## config.mk

```make
export PLATFORM = sky130hd
export DESIGN_NAME = dbg_cmd_engine
export DESIGN_NICKNAME = d
export VERILOG_FILES = /design/src/rtl/dbg_cmd_engine.sv
export SDC_FILE = /design/constraint.sdc
export NUM_CORES = 1
export LEC_CHECK = 0
export BUFFER_PORTS_ARGS = -buffer_cell sky130_fd_sc_hd__buf_2
export CAP_MARGIN = 30
export CELL_PAD_IN_SITES_DETAIL_PLACEMENT = 2
export CELL_PAD_IN_SITES_GLOBAL_PLACEMENT = 2
export CORE_MARGIN = 4
export CORE_UTILIZATION = 29
export CTS_CLUSTER_DIAMETER = 150
export DETAILED_ROUTE_END_ITERATION = 6
export MAX_ROUTING_LAYER = met4
export PLACE_DENSITY = 0.79
export SYNTH_ARGS = -nofsm -noshare
export SYNTH_HDL_FRONTEND = slang
export SYNTH_SLANG_ARGS = --single-unit
```

## constraint.sdc

```tcl
create_clock -name clk -period 3.1 [get_ports clk]
set_input_delay 0.31 -clock clk [delete_from_list [all_inputs] [get_ports clk]]
set_output_delay 0.31 -clock clk [all_outputs]
set_load 0.005 [all_outputs]
```

## src/rtl/dbg_cmd_engine.sv

```systemverilog
// Debug command engine: decodes host debug bytes arriving from spi_slave,
// controls the core clock gating and debug LED, and serialises snapshots of
// PC / register / fetched-instruction state MSB-first over later transfers.
//
// Handshake: recv_ready is a one-cycle strobe qualifying recv_data. There is
// no back-pressure. Every register holds unless recv_ready=1, except in
// REG_LATCH, which advances on the next clk with or without a strobe. A strobe
// that arrives during REG_LATCH is dropped. busy reports any state other than
// IDLE, so it doubles as the visible FSM status.
module dbg_cmd_engine #(
    parameter int XLEN    = 64,
    parameter int FETCH_W = 112
) (
    input  logic               clk,
    input  logic               rst,
    input  logic [7:0]         recv_data,
    input  logic               recv_ready,
    output logic [7:0]         send_data,
    output logic               core_clk_enable,
    output logic               core_clk_pulse,
    output logic               led_buf,
    input  logic [XLEN-1:0]    reg_pc,
    input  logic [FETCH_W-1:0] fetch_instr,
    output logic [4:0]         reg_read_sel,
    input  logic [XLEN-1:0]    reg_read_data,
    output logic               busy
);

    localparam logic [2:0] S_IDLE      = 3'd0;
    localparam logic [2:0] S_ECHO      = 3'd1;
    localparam logic [2:0] S_READ_REG  = 3'd2;
    localparam logic [2:0] S_REG_LATCH = 3'd3;
    localparam logic [2:0] S_REPLYING  = 3'd4;

    localparam logic [4:0] XLEN_BYTES  = 5'(XLEN / 8);
    localparam logic [4:0] FETCH_BYTES = 5'(FETCH_W / 8);

    logic [2:0]   state;
    logic [127:0] reply_buf;
    logic [4:0]   reply_cnt;
    logic [7:0]   shamt;
    logic [127:0] reply_shifted;

    // Select the reply byte at the current count: the byte at bits
    // [count*8-1 -: 8] is moved down to bits [7:0].
    always_comb begin
        shamt         = {reply_cnt - 5'd1, 3'b000};
        reply_shifted = reply_buf >> shamt;
    end

    assign busy = (state != S_IDLE);

    // Command FSM with the reply buffer and output registers.
    always_ff @(posedge clk) begin
        if (!rst) begin
            state           <= S_IDLE;
            send_data       <= 8'h00;
            core_clk_enable <= 1'b1;
            core_clk_pulse  <= 1'b0;
            led_buf         <= 1'b0;
            reg_read_sel    <= 5'd0;
            reply_buf       <= '0;
            reply_cnt       <= 5'd0;
        end else if (state == S_REG_LATCH) begin
            // Capture the register one cycle after the read index is
            // registered. The register-file read path is combinational.
            reply_buf <= 128'(reg_read_data);
            reply_cnt <= XLEN_BYTES;
            state     <= S_REPLYING;
        end else if (recv_ready) begin
            case (state)
                S_IDLE: begin
                    case (recv_data)
                        8'h00: send_data <= 8'h00;
                        8'h01: begin
                            send_data <= 8'h01;
                            state     <= S_ECHO;
                        end
                        8'h02: begin
                            led_buf   <= ~led_buf;
                            send_data <= 8'h00;
                        end
                        8'h03: begin
                            core_clk_enable <= 1'b1;
                            send_data       <= 8'h00;
                        end
                        8'h04: begin
                            core_clk_enable <= 1'b0;
                            send_data       <= 8'h00;
                        end
                        8'h05: begin
                            core_clk_pulse <= ~core_clk_pulse;
                            send_data      <= 8'h00;
                        end
                        8'h06: begin
                            reply_buf <= 128'(reg_pc);
                            reply_cnt <= XLEN_BYTES;
                            send_data <= 8'h00;
                            state     <= S_REPLYING;
                        end
                        8'h07: begin
                            send_data <= 8'h00;
                            state     <= S_READ_REG;
                        end
                        8'h09: begin
                            reply_buf <= 128'(fetch_instr);
                            reply_cnt <= FETCH_BYTES;
                            send_data <= 8'h00;
                            state     <= S_REPLYING;
                        end
                        8'hCC:   send_data <= 8'hCC;
                        // READ_FLASH (0x08) is refused because the CPU owns flash.
                        default: send_data <= 8'hFF;
                    endcase
                end
                S_ECHO: begin
                    send_data <= recv_data;
                    state     <= S_IDLE;
                end
                S_READ_REG: begin
                    reg_read_sel <= recv_data[4:0];
                    send_data    <= 8'h00;
                    state        <= S_REG_LATCH;
                end
                S_REPLYING: begin
                    send_data <= reply_shifted[7:0];
                    reply_cnt <= reply_cnt - 5'd1;
                    if (reply_cnt == 5'd1) state <= S_IDLE;
                end
                default: state <= S_IDLE;
            endcase
        end
    end

endmodule

```

==> summary.md, run 1 <==
| Metric | Value |
|---|---|
| Status | finished clean |
| Commonest non-fill, non-tap cells in the layout | 267 x buf_2, 135 x dfxtp_1, 80 x nand2_1 |
| Total congestion overflow | 0 |
| Wire length per cell | approximately 22 µm |
| Worst slew pin tran | approximately 1.0 ns |
| CTS root buffer | clkbuf_16 |
| Peak supply drop | just over 0.3 mV |
| Setup skew after layout | 0.0107 ns |
| Commonest non-fill, non-tap cell in the layout | buf_2 |
| IO Count | 268 |
| Initial DRC count | roughly 410 |
| Area grow syn2layout | 30.5% |
| First-pass GRT wire length | 44800 µm |
| Worst EP arrival | 2.76 ns |
| DP HPWL | 22600 µm |
| M2 GR Usage | 36.5% |
| Power, Total | approximately 4.5 mW |
| Number of synthesized flops with an enable pin | 0 |
| Synth Instances | 764 |
| CP required | 3.39 ns |
| Fill cells | 2758 |
| Max-cap viol count | 0 |
| DRC Markers | 0 |
| Vias in the first global route | 7590 |
| Cts hold-fix bufs | 0 |
| Setup TNS Final | 0 ns |
| Routed WL | around 30000 µm |
| Synth top area cells | dfxtp_1 38%, mux2i_1 11%, a22o_1 7.8% |
| Vias/cell | 5.25 |
| FP Rows | 57 |
| Average size of a mapped cell | 9.43 µm² |
| Initial antenna violation count | 8 |
| Die ar. | 0.0274 mm² |
| Final setup vio count | 0 |
| Crit Path Class | reg2reg |
| Clk_lat worst skew | 0.43 ns |
| Worst min path class | in2reg |
| Final hold violations | 0 |
| Highest Clock Rate | 405 MHz |
| Post-synthesis register bit count | 136 |
| Grt met3 use | under 10% |
| Largest net degree at the start of global routing | 96 |
| Post-Syn Nets | 1017 |
| Crit Path Max Fanout | 20 |
| Layout cells sized above 1 | between 30% and 40% |
| Total GRT Usage | 21.5% |
| Initial Utilization | between 20% and 30% |
| Vert. Die Dim | about 170 µm |
| Critical path endpoint category | register |
| Min Tclk post-route | 2.47 ns |
| Post-cts repair resize count | 0 |
| Sink Count | 136 |
| GR Util met1 | around 26% |
| First-pass DRT Iterations | 5 |
| Vias | 7000 |
| Reg clk slew, reported paths | approximately 0.060 ns |
| Top FF cell, synth | dfxtp_1 |
| Top cell type's share of synthesized area | 37.8% |
| GPL Wtd Cong | slightly above 0.8 |
| Max-slew violations | 0 |
| Largest area contributor in the netlist | dfxtp_1 |
| TritonCTS buffer count | 17 |
| Normalized max-slew margin | a little under a third |
| PwrDens | 477 mW/mm² |
| Seq/Total Area, Yosys | 37.8% |
| Post-synth ARST share | 0% |
| Busiest grt layer | met2 |
| WHS | 0.0985 ns |
| Die Wd | 166 µm |
| Synth Cell Area | 0.00721 mm² |
| Number of setup buffers added after CTS | 0 |
| I/O Buffers | 267 |
| Startpoint types | register |
| CTS tree | yes |
| Synth warn | 0 |
| RSZ-0062 raised after global routing | false |
| Nets | 1243 |
| Leakage power | between 4 and 5 nW |
| Clk buf depth | 2 |
| Post-route antenna net violation count | 0 |
| Period utilization | 79.7% |
| Core box area | around 0.024 mm² |
| Yosys cell types | 59 |
| Final core utilization | a little under 40% |
| H-Tree Depth | 4 |
| FF-to-FF setup slack | 0.63 ns |
## cells by family (layout without fill, tap and decap cells)
family,after synthesis,count (layout),share of synthesized area [%]
xor gates and xnor gates,6,6,0.729
DFF,136,136,37.8
muxes,115,115,20.4
other,0,8,0
adders and majority gates,2,2,0.347
AOI/OAI and AO/OA,230,230,22.2
and+or+nand+nor,200,200,13.3
buffers and inverters,75,313,5.24
## synthesized netlist by cell type, types with 4 or more instances
cell and count:
nor3_1 4, mux4_2 24, a22oi_1 48, nor2_1 63, buf_2 19, buf_6 4, mux2_2 13, nand2_1 81
a22o_1 64, xor2_1 4, nand4_1 4, a21oi_1 11, buf_4 11, o21ai_0 66, clkbuf_1 35, o21ai_1 12
and2_1 8, dfxtp_1 136, nor2b_1 11, nor3b_1 5, inv_1 4, a221oi_1 4, a31oi_1 5, mux2i_1 78
## worst max-delay path, cell delays in order (launching register included)
cell,delay [ns]
dfxtp_2,0.55
nor3_1,0.17
xnor2_2,0.82
mux2_2,0.42
a221oi_1,0.26
a21oi_1,0.12
## flip-flops by register name, indices dropped and copies added (netlist names)
signal,flops
reply_cnt,5
reply_buf,112
send_data,8
state,3
core_clk_enable,1
reg_read_sel,5
led_buf,1
core_clk_pulse,1
## through the flow
stage	setup WS, ns	cell area [µm²]	std cells
2_1_floorplan	0.455	7210	764
3_3_place_gp	0.758	8770	1295
3_5_place_dp	0.704	8770	1295
4_1_cts	0.614	9380	1326
5_1_grt	0.455	9400	1334
6_report	0.630	9400	1334
## power breakdown
part | internal [mW] | total, mW | switching, mW
Combinational | 0.243 | 0.525 | 0.282
Clock | 1.36 | 2.15 | 0.790
Sequential | 1.77 | 1.81 | 0.0375
## per-layer routing
metal	part of all wire, %	vias up	wire (µm)
li1	-	3298	-
met1	42	3481	12400
met2	52	201	15400
met3	5.3	20	1580
met4	1.2	0	345
met5	0	-	0
## path summary, 6_finish.rpt
check	startpoint	to	depth (start not counted)
min	reg_read_data[62]	reply_buf[62]	2
max reg2reg	reply_cnt[0]	send_data[7]	5
min reg2reg	reply_buf[103]	reply_buf[103]	2
max	reply_cnt[0]	send_data[7]	5
## final cells by class
type,instances,area (µm²),share of cell area (%)
diodes,8,20.0,0.213
clock inverters,12,175,1.86
flip-flops and latches,136,2720,29.0
repair buffers,278,1480,15.8
clock buffers,19,443,4.71
well taps,324,405,4.31
multi-input cells,553,4140,44.0
inverters,4,15.0,0.160
Note: power is estimated with default switching activity, not from simulation.
==> run 2: changes to the inputs <==
- ABC_AREA: default -> 1
- CORE_UTILIZATION: 29 -> 25
- PLACE_DENSITY: 0.79 -> 0.77
- clock period: 3.1 -> 2.6 ns (I/O delays scaled with it)
==> run 2 against run 1 <==
  * Synthesized cell count increased by 66%
  * First-iteration DRC count rose by 2.5%
  * Area after synthesis rose by 8.2%
  * Sequential power grew 18%
  * Critical endpoint is now send_data[1]
  * Critical path type unchanged
  * Worst setup slack worse by 0.31 ns
  * Die area is 24% higher
  * Combinational power is 120% higher
  * Via count is 35% higher
==> summary.md, run 2 <==
| Metric | Value |
|---|---|
| Vias in the first global route | 10000 (was 7590) |
| Regs by FF count | reply_buf: 112 flops, send_data: 8 flops (unchanged) |
| WHS Endpoint | reply_buf[73] (was reply_buf[62]) |
| Synth top area cells | dfxtp_1 35%, nand2_1 17%, nor2_1 12% (was dfxtp_1 38%, mux2i_1 11%, a22o_1 7.8%) |
| Synth Cell Area | 0.00780 mm² (was 0.00721 mm²) |
| Nets | 1737 (was 1243) |
| Post-synthesis register bit count | 136 (unchanged) |
| Yosys cell types | 28 (was 59) |
| Period utilization | 87.6% (was 79.7%) |
| WHS | 0.0809 ns (was 0.0985 ns) |
| Core box area | 0.0307 mm² (was 0.0244 mm²) |
| Cts hold-fix bufs | 0 (unchanged) |
| H-Tree Depth | 4 (unchanged) |
| IO Count | 268 (unchanged) |
| Peak supply drop | 0.386 mV (was 0.310 mV) |
| Min Tclk post-route | 2.28 ns (was 2.47 ns) |
| Setup skew after layout | 0.0141 ns (was 0.0107 ns) |
| Crit Path Max Fanout | 10 (was 20) |
| Leakage power | 4.40 nW (was 4.22 nW) |
| Die Wd | 185 µm (was 166 µm) |
| Area grow syn2layout | 27.7% (was 30.5%) |
| Normalized max-slew margin | 47.5% (was 30.4%) |
| Post-route antenna net violation count | 0 (unchanged) |
| Initial DRC count | 416 (was 406) |
| CTS root buffer | clkbuf_16 (unchanged) |
| Most flop-heavy register | reply_buf (unchanged) |
| Average size of a mapped cell | 6.14 µm² (was 9.43 µm²) |
| CTS tree | yes (unchanged) |
| Worst min path class | in2reg (unchanged) |
| PwrDens | 578 mW/mm² (was 477 mW/mm²) |
| Critical path endpoint category | register (unchanged) |
| Startpoint types | register (unchanged) |
| Post-Syn Nets | 1523 (was 1017) |
| Seq/Total Area, Yosys | 34.9% (was 37.8%) |
| Commonest non-fill, non-tap cell in the layout | nand2_1 (was buf_2) |
| First-pass DRT Iterations | 4 (was 5) |
| Vert. Die Dim | 185 µm (was 166 µm) |
| DP HPWL | 24500 µm (was 22600 µm) |
| Crit Path Class | reg2reg (unchanged) |
| Top cell type's share of synthesized area | 34.9% (was 37.8%) |
| TritonCTS buffer count | 17 (unchanged) |
| Reg clk slew, reported paths | 0.07 ns (was 0.06 ns) |
| Worst reg2reg startpoint | reply_cnt[1] (was reply_cnt[0]) |
| FP Rows | 64 (was 57) |
| Sink Count | 136 (unchanged) |
| Total congestion overflow | 0 (unchanged) |
| GPL Wtd Cong | 0.816 (was 0.832) |
| Final setup vio count | 0 (unchanged) |
| Number of setup buffers added after CTS | 0 (unchanged) |
| Wire length per cell | 17.9 µm (was 22.3 µm) |
| I/O Buffers | 267 (unchanged) |
| Most numerous cell in the Yosys netlist | nand2_1 (was dfxtp_1) |
| Max-cap viol count | 0 (unchanged) |
| Largest net degree at the start of global routing | 105 (was 96) |
| Ant diodes | 0 (was 8) |
| Initial Utilization | 25.4% (was 29.5%) |
| CP required | 2.96 ns (was 3.39 ns) |
| Synth cell count leaders | 346 x nand2_1, 244 x nor2_1, 171 x nand3_1 (was 136 x dfxtp_1, 81 x nand2_1, 78 x mux2i_1) |
| Worst slew pin tran | 0.787 ns (was 1.04 ns) |
| Vias/cell | 4.98 (was 5.25) |
| Status | finished clean (unchanged) |
| Critical R2R Capture | send_data[1] (was send_data[7]) |
| Synth Instances | 1270 (was 764) |
| Number of synthesized flops with an enable pin | 0 (unchanged) |
| Clk buf depth | 2 (unchanged) |
| Routed WL | 33900 µm (was 29700 µm) |
| Setup TNS Final | 0 ns (unchanged) |
| Post-synth ARST share | 0% (unchanged) |
| Layout cells sized above 1 | 23.1% (was 36.2%) |
| RSZ-0062 raised after global routing | false (unchanged) |
| Commonest non-fill, non-tap cells in the layout | 346 x nand2_1, 267 x buf_2, 244 x nor2_1 (was 267 x buf_2, 135 x dfxtp_1, 80 x nand2_1) |
| Final core utilization | 32.5% (was 38.6%) |
| Cell Area, Placed | 0.00938 mm² (was 0.00877 mm²) |
| Total GRT Usage | 20.0% (was 21.5%) |
| Hold path depth | 3 (was 2) |
| Final hold violations | 0 (unchanged) |
| Clk_lat worst skew | 0.43 ns (about the same) |
| Hold Crit Start | fetch_instr[73] (was reg_read_data[62]) |
| Max FFs per register | 112 (unchanged) |
| Post-cts repair resize count | 0 (unchanged) |
| Top FF cell, synth | dfxtp_1 (unchanged) |
| Post-route cell area | 0.00996 mm² (was 0.00940 mm²) |
| Worst EP arrival | 2.63 ns (was 2.76 ns) |
| Synth warn | 0 (unchanged) |
| Highest Clock Rate | 439 MHz (was 405 MHz) |
| Largest area contributor in the netlist | dfxtp_1 (unchanged) |
| Reg2Reg Depth | 12 (was 5) |
| DRC Markers | 0 (unchanged) |
| Max-slew violations | 0 (unchanged) |
| Die ar. | 0.0341 mm² (was 0.0274 mm²) |
| Vias | 9430 (was 7000) |
| First-pass GRT wire length | 53400 µm (was 44800 µm) |
| Initial antenna violation count | 0 (was 8) |
| FF-to-FF setup slack | 0.32 ns (was 0.63 ns) |
==> run 2: changes by cell type in the layout (fill, tap and decap cells not counted), sizes merged, moves of 11 or more <==
cell / delta
nand2: +272
mux2: -13
a21oi: +51
a31oi: +61
mux4: -24
a22oi: -48
a22o: -64
nor2b: -11
mux2i: -78
nor2: +184
inv: +31
nand3: +168
==> run 2: worst max-delay path, stage by stage (launching register included) <==
cell	delay [ns]
dfxtp_1	0.30
inv_1	0.16
ha_1	0.26
inv_1	0.07
nand2_1	0.07
nand2_1	0.27
nor2_1	0.49
nand2_1	0.12
nand3_1	0.11
nand3_1	0.11
nand2_1	0.11
nor2_1	0.05
nor2_1	0.09
==> run 2: layout make-up <==
type	count	area, µm²
inverters	34	131
well taps	396	495
clock buffers	18	439
repair buffers	287	1550
fillers	3858	20700
flip-flops and latches	136	2720
clock inverters	13	146
multi-input cells	1008	4480
==> run 2: routing by layer <==
| layer | share of wire (%) | GRT usage [%] | vias up |
|---|---|---|---|
| li1 | - | - | 4612 |
| met1 | 45 | 24.9 | 4574 |
| met2 | 50 | 34.5 | 211 |
| met3 | 4.0 | 3.04 | 33 |
| met4 | 1.3 | 4.20 | 0 |
| met5 | 0 | - | - |
==> run 2: through the flow <==
step / setup slack (ns) / power [mW] / cells
final: 0.323 / 5.76 / 1892
after global routing: 0.0576 / 6.05 / 1892
after CTS: 0.305 / 5.82 / 1892
after detailed placement: 0.369 / 3.33 / 1861
after global placement: 0.409 / 3.31 / 1860
after floorplan: 0.403 / 2.81 / 1270
==> run 2: cell families after synthesis <==
kind of cell    share of synthesized area (%)
compound gates                           15.0
xor+xnor                                0.112
fa+ha+maj                               0.321
buf+inv                                  7.76
flops                                    34.9
simple gates                             41.9
==> run 2: power by group <==
| group | internal (mW) | switching [mW] | leakage (nW) |
|---|---|---|---|
| sequential | 2.12 | 0.0258 | 1.10 |
| combinational | 0.406 | 0.743 | 3.02 |
| clock | 1.44 | 1.03 | 0.283 |
| total | 3.97 | 1.79 | 4.40 |
==> run 2: how the worst max path moves through the flow <==
stage	endpoint	slack [ns]	depth (start not counted)	start
after CTS	send_data[1]	0.31	12	reply_cnt[1]
after detailed placement	send_data[1]	0.37	12	reply_cnt[1]
after global routing	send_data[1]	0.06	12	reply_cnt[1]
after floorplan	send_data[2]	0.40	14	reply_cnt[0]
after global placement	send_data[4]	0.41	11	reply_cnt[1]
final	send_data[1]	0.32	12	reply_cnt[1]
==> run 3: changes to the inputs <==
- CORE_UTILIZATION: 25 -> 23
- PLACE_DENSITY: 0.77 -> 0.75
- clock period: 2.6 -> 1.8 ns (I/O delays scaled with it)
==> run 3 against run 2 <==
  * Fmax is 32% higher
  * Worst setup slack worse by 0.24 ns
  * Critical path depth is 1 higher
  * Cell count is 5.4% higher
  * Via count is 1.5% higher
  * Utilization is 0.72 points lower
  * Sequential cell count stayed put
  * Cell area is 6.9% higher
  * Critical path type unchanged
==> summary.md, run 3 (synthesis results as in run 2) <==
| Metric | Value |
|---|---|
| Critical R2R Capture | send_data[7] (was send_data[1]) |
| Reg2Reg Depth | 13 (was 12) |
| Max-slew violations | 0 (unchanged) |
| TritonCTS buffer count | 17 (unchanged) |
| Startpoint types | register (unchanged) |
| WHS Endpoint | reply_buf[80] (was reply_buf[73]) |
| Crit Path Class | reg2reg (unchanged) |
| Total congestion overflow | 0 (unchanged) |
| Hold Crit Start | fetch_instr[80] (was fetch_instr[73]) |
| Max-cap viol count | 0 (unchanged) |
| Vias in the first global route | 10400 (was 10000) |
| Worst EP arrival | 2.03 ns (was 2.63 ns) |
| Leakage power | 4.70 nW (was 4.40 nW) |
| Setup skew after layout | 0.0128 ns (was 0.0141 ns) |
| WHS | 0.0131 ns (was 0.0809 ns) |
| Initial antenna violation count | 0 (unchanged) |
| FF-to-FF setup slack | 0.08 ns (was 0.32 ns) |
| Final setup vio count | 0 (unchanged) |
| Power, Total | 8.55 mW (was 5.76 mW) |
| Crit Path Max Fanout | 8 (was 10) |
| First-pass DRT Iterations | 4 (unchanged) |
| First-pass GRT wire length | 55200 µm (was 53400 µm) |
| Normalized max-slew margin | 62.9% (was 47.5%) |
| Sink Count | 136 (unchanged) |
| CP required | 2.10 ns (was 2.96 ns) |
| Hold path depth | 3 (unchanged) |
| CP max-delay cell | dfxtp_4 (was nor2_1) |
| DRC Markers | 0 (unchanged) |
| Status | finished clean (unchanged) |
| Wire length per cell | 17.8 µm (was 17.9 µm) |
| CP peak stage delay | 0.36 ns (was 0.49 ns) |
| Final core utilization | 31.8% (was 32.5%) |
| Highest Clock Rate | 581 MHz (was 439 MHz) |
| Fill cells | 4155 (was 3858) |
| Commonest non-fill, non-tap cell in the layout | nand2_1 (unchanged) |
| I/O Buffers | 267 (unchanged) |
| Routed WL | 35600 µm (was 33900 µm) |
| FP Rows | 67 (was 64) |
| PwrDens | 803 mW/mm² (was 578 mW/mm²) |
| Worst reg2reg startpoint | reply_cnt[0] (was reply_cnt[1]) |
| RSZ-0062 raised after global routing | true (was false) |
| Ant diodes | 0 (unchanged) |
| H-Tree Depth | 4 (unchanged) |
| Period utilization | 95.7% (was 87.6%) |
| Peak supply drop | 0.530 mV (was 0.386 mV) |
| Final hold violations | 0 (unchanged) |
| Min Tclk post-route | 1.72 ns (was 2.28 ns) |
| Commonest non-fill, non-tap cells in the layout | 341 x nand2_1, 267 x buf_2, 242 x nor2_1 (was 346 x nand2_1, 267 x buf_2, 244 x nor2_1) |
| Worst min path class | in2reg (unchanged) |
| Vert. Die Dim | 192 µm (was 185 µm) |
| CTS root buffer | clkbuf_16 (unchanged) |
| Clk buf depth | 2 (unchanged) |
| Worst slew pin tran | 0.557 ns (was 0.787 ns) |
| IO Count | 268 (unchanged) |
| Most flop-heavy register | reply_buf (unchanged) |
| Critical-path cell list | inv_4 > ha_4 > inv_2 > nand2_2 > nand2_2 > buf_12 > buf_4 > nand3_1 > nand3_1 > nand3_1 > nand3_1 > nor2_1 > nor2_1 (was inv_1 > ha_1 > inv_1 > nand2_1 > nand2_1 > nor2_1 > nand2_1 > nand3_1 > nand3_1 > nand2_1 > nor2_1 > nor2_1) |
| Critical path endpoint category | register (unchanged) |
| Vias | 9570 (was 9430) |
| Reg clk slew, reported paths | 0.07 ns (about the same) |
| Layout cells sized above 1 | 26.2% (was 23.1%) |
| Area grow syn2layout | 36.6% (was 27.7%) |
| GPL Wtd Cong | 0.789 (was 0.816) |
| Initial DRC count | 388 (was 416) |
| Initial Utilization | 23.3% (was 25.4%) |
| Max FFs per register | 112 (unchanged) |
| Core box area | 0.0335 mm² (was 0.0307 mm²) |
| CTS tree | yes (unchanged) |
| Regs by FF count | reply_buf: 112 flops, send_data: 8 flops (unchanged) |
| CP most frequent cell | nand3_1 (was nand2_1) |
| Clk_lat worst skew | 0.43 ns (about the same) |
| Die ar. | 0.0369 mm² (was 0.0341 mm²) |
| Total GRT Usage | 19.2% (was 20.0%) |
| Vias/cell | 4.80 (was 4.98) |
| Nets | 1787 (was 1737) |
| Largest net degree at the start of global routing | 67 (was 105) |
| DP HPWL | 26700 µm (was 24500 µm) |
| Die Wd | 192 µm (was 185 µm) |
| Post-route antenna net violation count | 0 (unchanged) |
[run 3: cell count changes in the layout (fill, tap and decap cells not counted), moves of 3 or more]
| cell | previous run | this run |
|---|---|---|
| inv_6 | 3 | 6 |
| nand2_1 | 346 | 341 |
| buf_12 | 5 | 14 |
| dlygate4sd3_1 | 0 | 11 |
| buf_6 | 0 | 5 |
| clkinv_4 | 4 | 1 |
| nand3_2 | 0 | 8 |
| buf_4 | 15 | 40 |
| nand2_2 | 5 | 10 |
| inv_8 | 0 | 7 |
| nand3_1 | 171 | 163 |
[run 3: final cells by class]
class / instances / area, µm² / share of cell area [%]
Sequential cell: 136 / 2730 / 25.6
Tap cell: 448 / 561 / 5.26
Clock buffer: 18 / 439 / 4.12
Inverter: 34 / 136 / 1.28
Timing Repair Buffer: 337 / 2080 / 19.6
Clock inverter: 14 / 140 / 1.32
Multi-Input combinational cell: 1008 / 4560 / 42.9
[run 3: routing by layer]
| metal | global-route usage [%] | vias to the layer above | wire length [µm] |
|---|---|---|---|
| met5 | - | - | 0 |
| met4 | 4.39 | 0 | 658 |
| met3 | 2.25 | 40 | 1130 |
| met2 | 33.6 | 198 | 17700 |
| met1 | 23.8 | 4612 | 16200 |
| li1 | - | 4720 | - |
[run 3: report_power, final]
group / internal, mW / switching (mW)
clock network: 1.89 / 1.61
logic: 0.840 / 1.11
registers: 3.06 / 0.0446
[run 3: repair_timing]
action / in CTS / in global routing
buffers inserted: 0 / 10
resized for setup: 2 / 26
endpoints found under the setup margin: 4 / 53
pin swaps: 0 / 10
cloned: 0 / 0
endpoints found under the hold margin: 11 / 0
hold buffers: 11 / 0
[run 3: worst max-delay path: cells and delay by family (launching register included)]
kind / cells / cell delay, ns
DFF: 1 / 0.36
buffers and inverters: 4 / 0.41
adders and majority gates: 1 / 0.16
and+or+nand+nor: 8 / 0.68
[run 3: how the worst max path moves through the flow]
| stage | startpoint | endpoint | slack [ns] | cells past startpoint |
|---|---|---|---|---|
| after detailed placement | recv_data[7] | state[0] | -0.03 | 13 |
| after floorplan | reply_cnt[0] | send_data[2] | 0.0006 | 14 |
| after global routing | reply_cnt[0] | send_data[3] | -0.03 | 13 |
| after global placement | recv_data[7] | state[0] | 0.07 | 13 |
| after CTS | reply_cnt[0] | send_data[7] | 0.0005 | 10 |
| final | reply_cnt[0] | send_data[7] | 0.08 | 13 |
[run 3: through the flow]
step | instances | setup WS [ns] | setup TNS, ns | instance area, µm²
2_1_floorplan | 1270 | 0.000565 | 0 | 7870
3_3_place_gp | 1942 | 0.0675 | 0 | 9790
3_5_place_dp | 1942 | -0.0314 | -0.0484 | 9790
4_1_cts | 1985 | 0.000525 | 0 | 10500
5_1_grt | 1995 | -0.0340 | -0.244 | 10700
6_report | 1995 | 0.0783 | 0 | 10700
